===== src/rtl/bus_read_arbiter_pkg.sv =====
// Shared definitions for the 3-master AXI read-bus grant generator.
// State and master-index codes, plus the pointer-advance helper.
package bus_read_arbiter_pkg;

    localparam int NUM_MASTERS = 3;

    localparam logic [1:0] ST_IDLE = 2'd0;
    localparam logic [1:0] ST_ADDR = 2'd1;
    localparam logic [1:0] ST_DATA = 2'd2;

    localparam logic [1:0] M0 = 2'd0;
    localparam logic [1:0] M1 = 2'd1;
    localparam logic [1:0] M2 = 2'd2;

    // Index of the master after the one-hot granted master, wrapping mod 3.
    function automatic logic [1:0] next_ptr(input logic [NUM_MASTERS-1:0] onehot);
        logic [1:0] nxt;
        case (onehot)
            3'b001:  nxt = M1;
            3'b010:  nxt = M2;
            3'b100:  nxt = M0;
            default: nxt = M0;
        endcase
        return nxt;
    endfunction

endpackage


===== src/rtl/bus_read_arbiter_rr_priority_pick.sv =====
// Combinational winner pick: rotating priority from a pointer, or fixed
// lowest-index-wins when round-robin is disabled.
module rr_priority_pick
    import bus_read_arbiter_pkg::*;
(
    input  logic [NUM_MASTERS-1:0] i_req,
    input  logic [1:0]             i_ptr,
    input  logic                   i_rr_en,
    output logic [NUM_MASTERS-1:0] o_win,
    output logic                   o_valid
);

    logic [1:0] w_start;
    logic [2:0] w_sum;
    logic [1:0] w_idx;
    logic       w_found;

    always_comb begin
        o_win   = '0;
        w_found = 1'b0;
        w_sum   = '0;
        w_idx   = '0;
        // A pointer of 3 cannot be reached; fold it onto m0 defensively.
        w_start = (i_rr_en && (i_ptr != 2'd3)) ? i_ptr : M0;
        for (int k = 0; k < NUM_MASTERS; k++) begin
            w_sum = {1'b0, w_start} + 3'(k);
            if (w_sum >= 3'd3) w_sum = w_sum - 3'd3;
            w_idx = w_sum[1:0];
            if (!w_found && i_req[w_idx]) begin
                o_win[w_idx] = 1'b1;
                w_found      = 1'b1;
            end
        end
    end

    assign o_valid = |i_req;

endmodule


===== src/rtl/bus_read_arbiter.sv =====
// Read-bus grant generator: holds one master's grant from AR issue until the
// final R beat handshakes, with one idle turnaround cycle between grants.
module bus_read_arbiter
    import bus_read_arbiter_pkg::*;
#(
    parameter logic RR_EN = 1'b1
) (
    input  logic aclk,
    input  logic aresetn,
    input  logic m0_arvalid,
    input  logic m1_arvalid,
    input  logic m2_arvalid,
    input  logic arvalid,
    input  logic arready,
    input  logic rvalid,
    input  logic rready,
    input  logic rlast,
    output logic m0_grnt,
    output logic m1_grnt,
    output logic m2_grnt,
    output logic bus_busy
);

    logic [1:0]             r_state;
    logic [NUM_MASTERS-1:0] r_grant;
    logic [1:0]             r_ptr;

    logic [NUM_MASTERS-1:0] w_req;
    logic [NUM_MASTERS-1:0] w_pick;
    logic                   w_pick_vld;
    logic                   w_ar_hs;
    logic                   w_r_done;

    assign w_req    = {m2_arvalid, m1_arvalid, m0_arvalid};
    assign w_ar_hs  = arvalid & arready;
    assign w_r_done = rvalid & rready & rlast;

    rr_priority_pick u_pick (
        .i_req   (w_req),
        .i_ptr   (r_ptr),
        .i_rr_en (RR_EN),
        .o_win   (w_pick),
        .o_valid (w_pick_vld)
    );

    // Bus handshakes only matter in ADDR/DATA; requests only in IDLE.
    always_ff @(posedge aclk) begin
        if (!aresetn) begin
            r_state <= ST_IDLE;
            r_grant <= '0;
            r_ptr   <= M0;
        end else begin
            case (r_state)
                ST_IDLE: begin
                    if (w_pick_vld) begin
                        r_grant <= w_pick;
                        r_state <= ST_ADDR;
                    end
                end
                ST_ADDR: begin
                    if (w_ar_hs) r_state <= ST_DATA;
                end
                ST_DATA: begin
                    if (w_r_done) begin
                        r_state <= ST_IDLE;
                        r_grant <= '0;
                        r_ptr   <= next_ptr(r_grant);
                    end
                end
                default: begin
                    r_state <= ST_IDLE;
                    r_grant <= '0;
                end
            endcase
        end
    end

    assign m0_grnt  = r_grant[0];
    assign m1_grnt  = r_grant[1];
    assign m2_grnt  = r_grant[2];
    assign bus_busy = |r_grant;

endmodule


===== config.mk =====
export PLATFORM = sky130hd
export DESIGN_NAME = bus_read_arbiter
export DESIGN_NICKNAME = d
export VERILOG_FILES = /design/src/rtl/bus_read_arbiter_pkg.sv /design/src/rtl/bus_read_arbiter_rr_priority_pick.sv /design/src/rtl/bus_read_arbiter.sv
export SDC_FILE = /design/constraint.sdc
export NUM_CORES = 1
export LEC_CHECK = 0
export BUFFER_PORTS_ARGS = -buffer_cell sky130_fd_sc_hd__buf_2
export CAP_MARGIN = 20
export CORE_UTILIZATION = 40
export CTS_CLUSTER_DIAMETER = 100
export CTS_CLUSTER_SIZE = 30
export DETAILED_ROUTE_END_ITERATION = 7
export RECOVER_POWER = 50
export SLEW_MARGIN = 5
export SYNTH_ARGS = -nofsm -noshare
export SYNTH_HDL_FRONTEND = slang
export SYNTH_HIERARCHICAL = 1
export SYNTH_SLANG_ARGS = --single-unit

===== constraint.sdc =====
create_clock -name aclk -period 2.8 [get_ports aclk]
set_input_delay 0.28 -clock aclk [delete_from_list [all_inputs] [get_ports aclk]]
set_output_delay 0.28 -clock aclk [all_outputs]
set_load 0.01 [all_outputs]

# Word level (Yosys, flattened, before mapping)
# Index checks and enable logic that the tools add are counted.
# op_classes
div_mod_pow	0
n_addsub	5
muxes	29
n_lt_le_gt_ge	9
mul	0
bitwise	6
n_reduce_logical	13
eq_ne	8
n_shift	0
# ops
operator	count
$mux 3	5
$mux 2	7
$lt 2x3->1 const B	3
$pmux 3 s3	1
$mux 1	8
$bmux 1 s2	3
$demux 1 s2	3
$ge 2x1->1 const B	3
$ge 3x2->1 const B	2
$ne 2x2->1 const B	3
$or 3x3->3	2
$pmux 2 s3	1
$reduce_and 3->1	2
$reduce_or 3->1	2
$sub 2x2->2 const B	3
$logic_and 1x1->1	5
$pmux 2 s2	1
$add 2x1->3 const B	1
$add 2x2->3 const B	1
$and 1x1->1	3
$eq 3x1->1 const B	1
$eq 3x2->1 const B	1
$eq 2x1->1 const B	1
$eq 2x2->1 const B	1
other kinds (6)	7
# totals
ram_bits	0
romBits	0
elab_cells	73
in_bits	10
latch_bits	0
mem_count	0
regBits	7

# Logic depth before layout (Yosys ltp)
# logic_depth
depth_word	15
mapped_depth	11
depth_no_buf	11

# Cells and area by module
# The synthesis kept the hierarchy.
# modules_own_cells
module	cells_per_inst	area_per_inst_um2	n_inst
bus_read_arbiter	37	334.1	1
rr_priority_pick	37	262.8	1

# Worst setup path before layout
# Ideal clock, no wire load.
# synth_path
path_kind	reg-to-reg
start	register r_ptr[0]
end	register r_grant[0]
stages_incl_launch_ff	10
n_path_buf	1
slack_ps	857
setup_ps	121
t_arrival_ps	1822
cell_sequence	dfxtp_1 nand3b_1 ha_1 buf_6 mux2i_2 nor3_1 a211o_1 a22o_1 mux2i_1 o22ai_1
# synth_via
elab_chain_cells	15
# synth_rtl
item	line_no	text
start: declaration	bus_read_arbiter.sv:26	logic [1:0] r_ptr;
start signal: assignment	bus_read_arbiter.sv:67	r_ptr <= next_ptr(r_grant);
$ne 2x2->1	bus_read_arbiter_rr_priority_pick.sv:24	w_start = (i_rr_en && (i_ptr != 2'd3)) ? i_ptr : M0;
$mux 2 *	bus_read_arbiter_rr_priority_pick.sv:24	
$add 2x1->3, or another cell as far along	bus_read_arbiter_rr_priority_pick.sv:26	w_sum = {1'b0, w_start} + 3'(k);
$ge 3x2->1, or another cell as far along	bus_read_arbiter_rr_priority_pick.sv:27	if (w_sum >= 3'd3) w_sum = w_sum - 3'd3;
$mux 2, or another cell as far along	bus_read_arbiter_rr_priority_pick.sv:27	
$lt 2x3->1 (implied by the code), or another cell as far along	bus_read_arbiter_rr_priority_pick.sv:30	o_win[w_idx] = 1'b1;
$logic_and 1x1->1 (implied by the code), or another cell as far along	bus_read_arbiter_rr_priority_pick.sv:30	
$mux 1 (implied by the code), or another cell as far along	bus_read_arbiter_rr_priority_pick.sv:30	
$demux 1 s2, or another cell as far along	-	
$or 3x3->3 (no source line) or $mux 1 (tied branches)	-	
$mux 3 or $logic_not 1->1 (tied branches)	bus_read_arbiter_rr_priority_pick.sv:29	if (!w_found && i_req[w_idx]) begin
$or 3x3->3 (no source line) or $logic_and 1x1->1 (tied branches)	-	
$mux 3 *	bus_read_arbiter_rr_priority_pick.sv:29	
net w_pick[0]	bus_read_arbiter.sv:29	logic [NUM_MASTERS-1:0] w_pick;
$mux 3 *	bus_read_arbiter.sv:55	if (w_pick_vld) begin
$pmux 3 s3 *	bus_read_arbiter.sv:53	case (r_state)
end signal: assignment	bus_read_arbiter.sv:56	r_grant <= w_pick;
end: declaration	bus_read_arbiter.sv:25	logic [NUM_MASTERS-1:0] r_grant;
# The timed path passes the listed nets; every way through them passes the cells marked *. The select of a mux whose other input is x is not followed.
# A chain may end at the register's enable or synchronous reset.

# Worst setup path in the final report
# layout_path
start	register r_ptr[0]
end	register r_grant[1]
# The elaborated chain is that of the path after synthesis.

==> out/results.txt <==
Worst Hold End -> r_state[0]
Setup Fix Bufs, Post-CTS -> 0
Count of nets after finishing -> 106
Power Dens Cells -> 358 nW/um^2
Number of instances on the worst hold path -> 4
CTS Root Buffer Type -> clkbuf_4
Detailed-route wire length -> 1270 um
Number of I/O port buffers -> 13
Slew Viols, Final -> 0
Endpoints failing setup -> 0
Sequential share of the synthesized area -> 0.235
Via/cell ratio -> 5.43
Worst R2R Setup Slack -> 0.56 ns
Mean instance size in the synthesized netlist -> 8.07 sq um
Boundary Pins -> 14
Number of library cell types mapped by synthesis -> 27
Core region area -> 1350 sq um
Final total negative setup slack -> 0 ns
Reg-to-reg critical path endpoint -> r_grant[1]
Unrepaired setup endpoints after global routing -> false
Number of levels in the clock H-tree -> 1
Type of origin of the critical path -> register
Pin count of the biggest net entering global routing -> 9
Total cell area at the placement stage -> 673 sq um
Synth-to-Final Area Change -> 16.8%
Share of the cycle needed by the critical path after routing -> 0.800
Num CTS Buffers -> 3
Number of max-capacitance violations reported -> 0
Global-route usage over all layers -> 0.185
Share of cells above drive strength 1 -> 0.165
Via count -> 576
Area of the mapped netlist -> 597 sq um
Number of antenna-violating nets in the routed design -> 0
Static power due to leakage -> 0.000311 uW
Largest cells by area after synthesis -> dfxtp_1, ha_1, mux2i_1
Via count of the first global-routing pass -> 487
Die Y -> 40.6 um
Cell type contributing the most total cell area after synthesis -> dfxtp_1
Maximum clock rate -> 0.446 GHz
Initial DRC Count -> 18
Global-route wire length before repair -> 1990 um
Data arrival time of the critical path -> 2.43 ns
Clock tree skew after final layout -> 0.00493 ns
Kind of end point of the critical path -> register
Maximum ir drop on the vdd rail -> 360 uV
Number of cell instances on the worst register-to-register path -> 10
Category of the critical setup timing path -> reg2reg
Number of fill cells -> 144
Number of resized instances in the post-cts repair step -> 0
DR pass1 iterations -> 4
Required time at the worst-slack endpoint -> 2.99 ns
Critical path peak fanout -> 5
Flip-flop and latch count after synthesis -> 7
Worst skew pair latency -> 0.25 ns
Overall die area -> 1650 sq um
Count of antenna diodes in the layout -> 0
WL/cell -> 11.9 um
Total clock sinks -> 7
Final RePlAce weighted congestion -> 0.854
Min-delay src -> arready
Number of hold buffers added after cts -> 0
Result of the run -> finished, final reports clean
Gate count of the mapped netlist -> 74
Residual DRC -> 0
HPWL reported at the end of detailed placement -> 962 um
R2r startpoint -> r_ptr[0]
Die outline width -> 40.6 um
Deepest clock path buffer count -> 2
Initial antenna violation count -> 0
Initial Util -> 0.442
Timing startpoint of the critical path -> r_ptr[0]
Number of hold violations in the final report -> 0
Warnings from Yosys -> 6
Fraction of synthesized cell area taken by the top area cell type -> 0.235
Final cell area excluding filler cells -> 697 sq um
Gr ovfl total -> 0
Class of the tightest hold or removal check -> in2reg
Clock-pin slew reported for the worst setup and hold paths after clock tree synthesis -> 0.05 ns
TritonCTS clock tree -> done
Rows -> 13
Final critical path time including I/O delays and setup -> 2.24 ns
==> routing by layer <==
metal | routed length, um | track usage | vias up
met1 | 615 | 0.241 | 259
met2 | 578 | 0.286 | 16
met3 | 71 | 0.0978 | 0
met5 | 0 | 0 | -
li1 | - | - | 301
met4 | 0 | 0 | 0
==> critical path, stage by stage (launching register included) <==
cell	delay, ns
dfxtp_1	0.33
nand2_1	0.05
nor2_1	0.18
ha_1	0.29
mux2i_1	0.39
nand3b_1	0.12
a21oi_1	0.16
a22o_1	0.16
nor4bb_1	0.27
o21ai_0	0.11
a21oi_1	0.11
==> area by class of cell <==
cell class,instances,area (sq um),share of cell area
Clock buffer,4,26.3,0.0377
Inverter,2,7.51,0.0108
Timing Repair Buffer,13,62.6,0.0898
Sequential cell,7,140,0.201
Tap cell,15,18.8,0.0269
Multi-Input combinational cell,65,442,0.634
==> synth_stat cells <==
cell type / count
nand2_1: 10
dfxtp_1: 7
a21oi_1: 5
mux2i_1: 5
nand3b_1: 5
ha_1: 4
o21ai_0: 4
a22o_1: 3
nand2b_1: 3
nor2_1: 3
or3_1: 3
inv_1: 2
nor2b_1: 2
nor3_1: 2
nor4bb_1: 2
o21bai_1: 2
or2b_1: 2
a211o_1: 1
a21boi_0: 1
buf_6: 1
conb_1: 1
mux2i_2: 1
nand3_1: 1
nand4b_1: 1
nand4bb_1: 1
o21ai_1: 1
o22ai_1: 1
==> worst max path at each step <==
stage | end | slack [ns] | depth (start not counted)
2_1_floorplan | r_grant[0] | 0.86 | 9
5_1_grt | r_grant[1] | 0.37 | 10
3_5_place_dp | r_grant[1] | 0.61 | 10
3_3_place_gp | r_grant[0] | 0.69 | 8
4_1_cts | r_grant[1] | 0.61 | 10
6_report | r_grant[1] | 0.56 | 10
==> layout by cell type, fill, tap and decap left out, types with 4 or more instances in the layout <==
cell      Yosys  layout
a21oi_1       5       5
buf_2         0      11
dfxtp_1       7       7
ha_1          4       4
mux2i_1       5       5
nand2_1      10      10
nand3b_1      5       5
o21ai_0       4       4
==> registers in the layout (all words and copies together) (netlist names) <==
register and flops:
r_ptr 2, r_grant 3, r_state 2
==> per-stage QoR <==
stage / utilization / power [uW] / instances / setup WS, ns / hold WS (ns)
floorplan: - / 140 / 75 / 0.857 / 0.418
global placement: 0.499 / 159 / 102 / 0.686 / 0.462
detailed placement: 0.499 / 159 / 102 / 0.610 / 0.478
CTS: 0.518 / 253 / 106 / 0.607 / 0.310
global route: 0.516 / 266 / 106 / 0.371 / 0.329
finish: 0.516 / 250 / 106 / 0.560 / 0.313
==> cell families (layout without fill, tap and decap cells) <==
| kind of cell | after synthesis | in the layout | synth area share |
|---|---|---|---|
| buf+inv | 3 | 19 | 0.0314 |
| other cells | 1 | 2 | 0.00628 |
| flops | 7 | 7 | 0.235 |
| mux | 6 | 6 | 0.107 |
| compound gates | 18 | 18 | 0.191 |
| simple gates | 35 | 35 | 0.346 |
| fa+ha+maj | 4 | 4 | 0.0839 |
==> report_power, final <==
| part | internal [uW] | switching, uW | total [uW] |
|---|---|---|---|
| registers | 104 | 6.00 | 110 |
| clock network | 54.5 | 38.3 | 92.7 |
| logic | 22.3 | 24.3 | 46.5 |
| total | 181 | 68.5 | 250 |
Power figures use the tool's default switching activity.
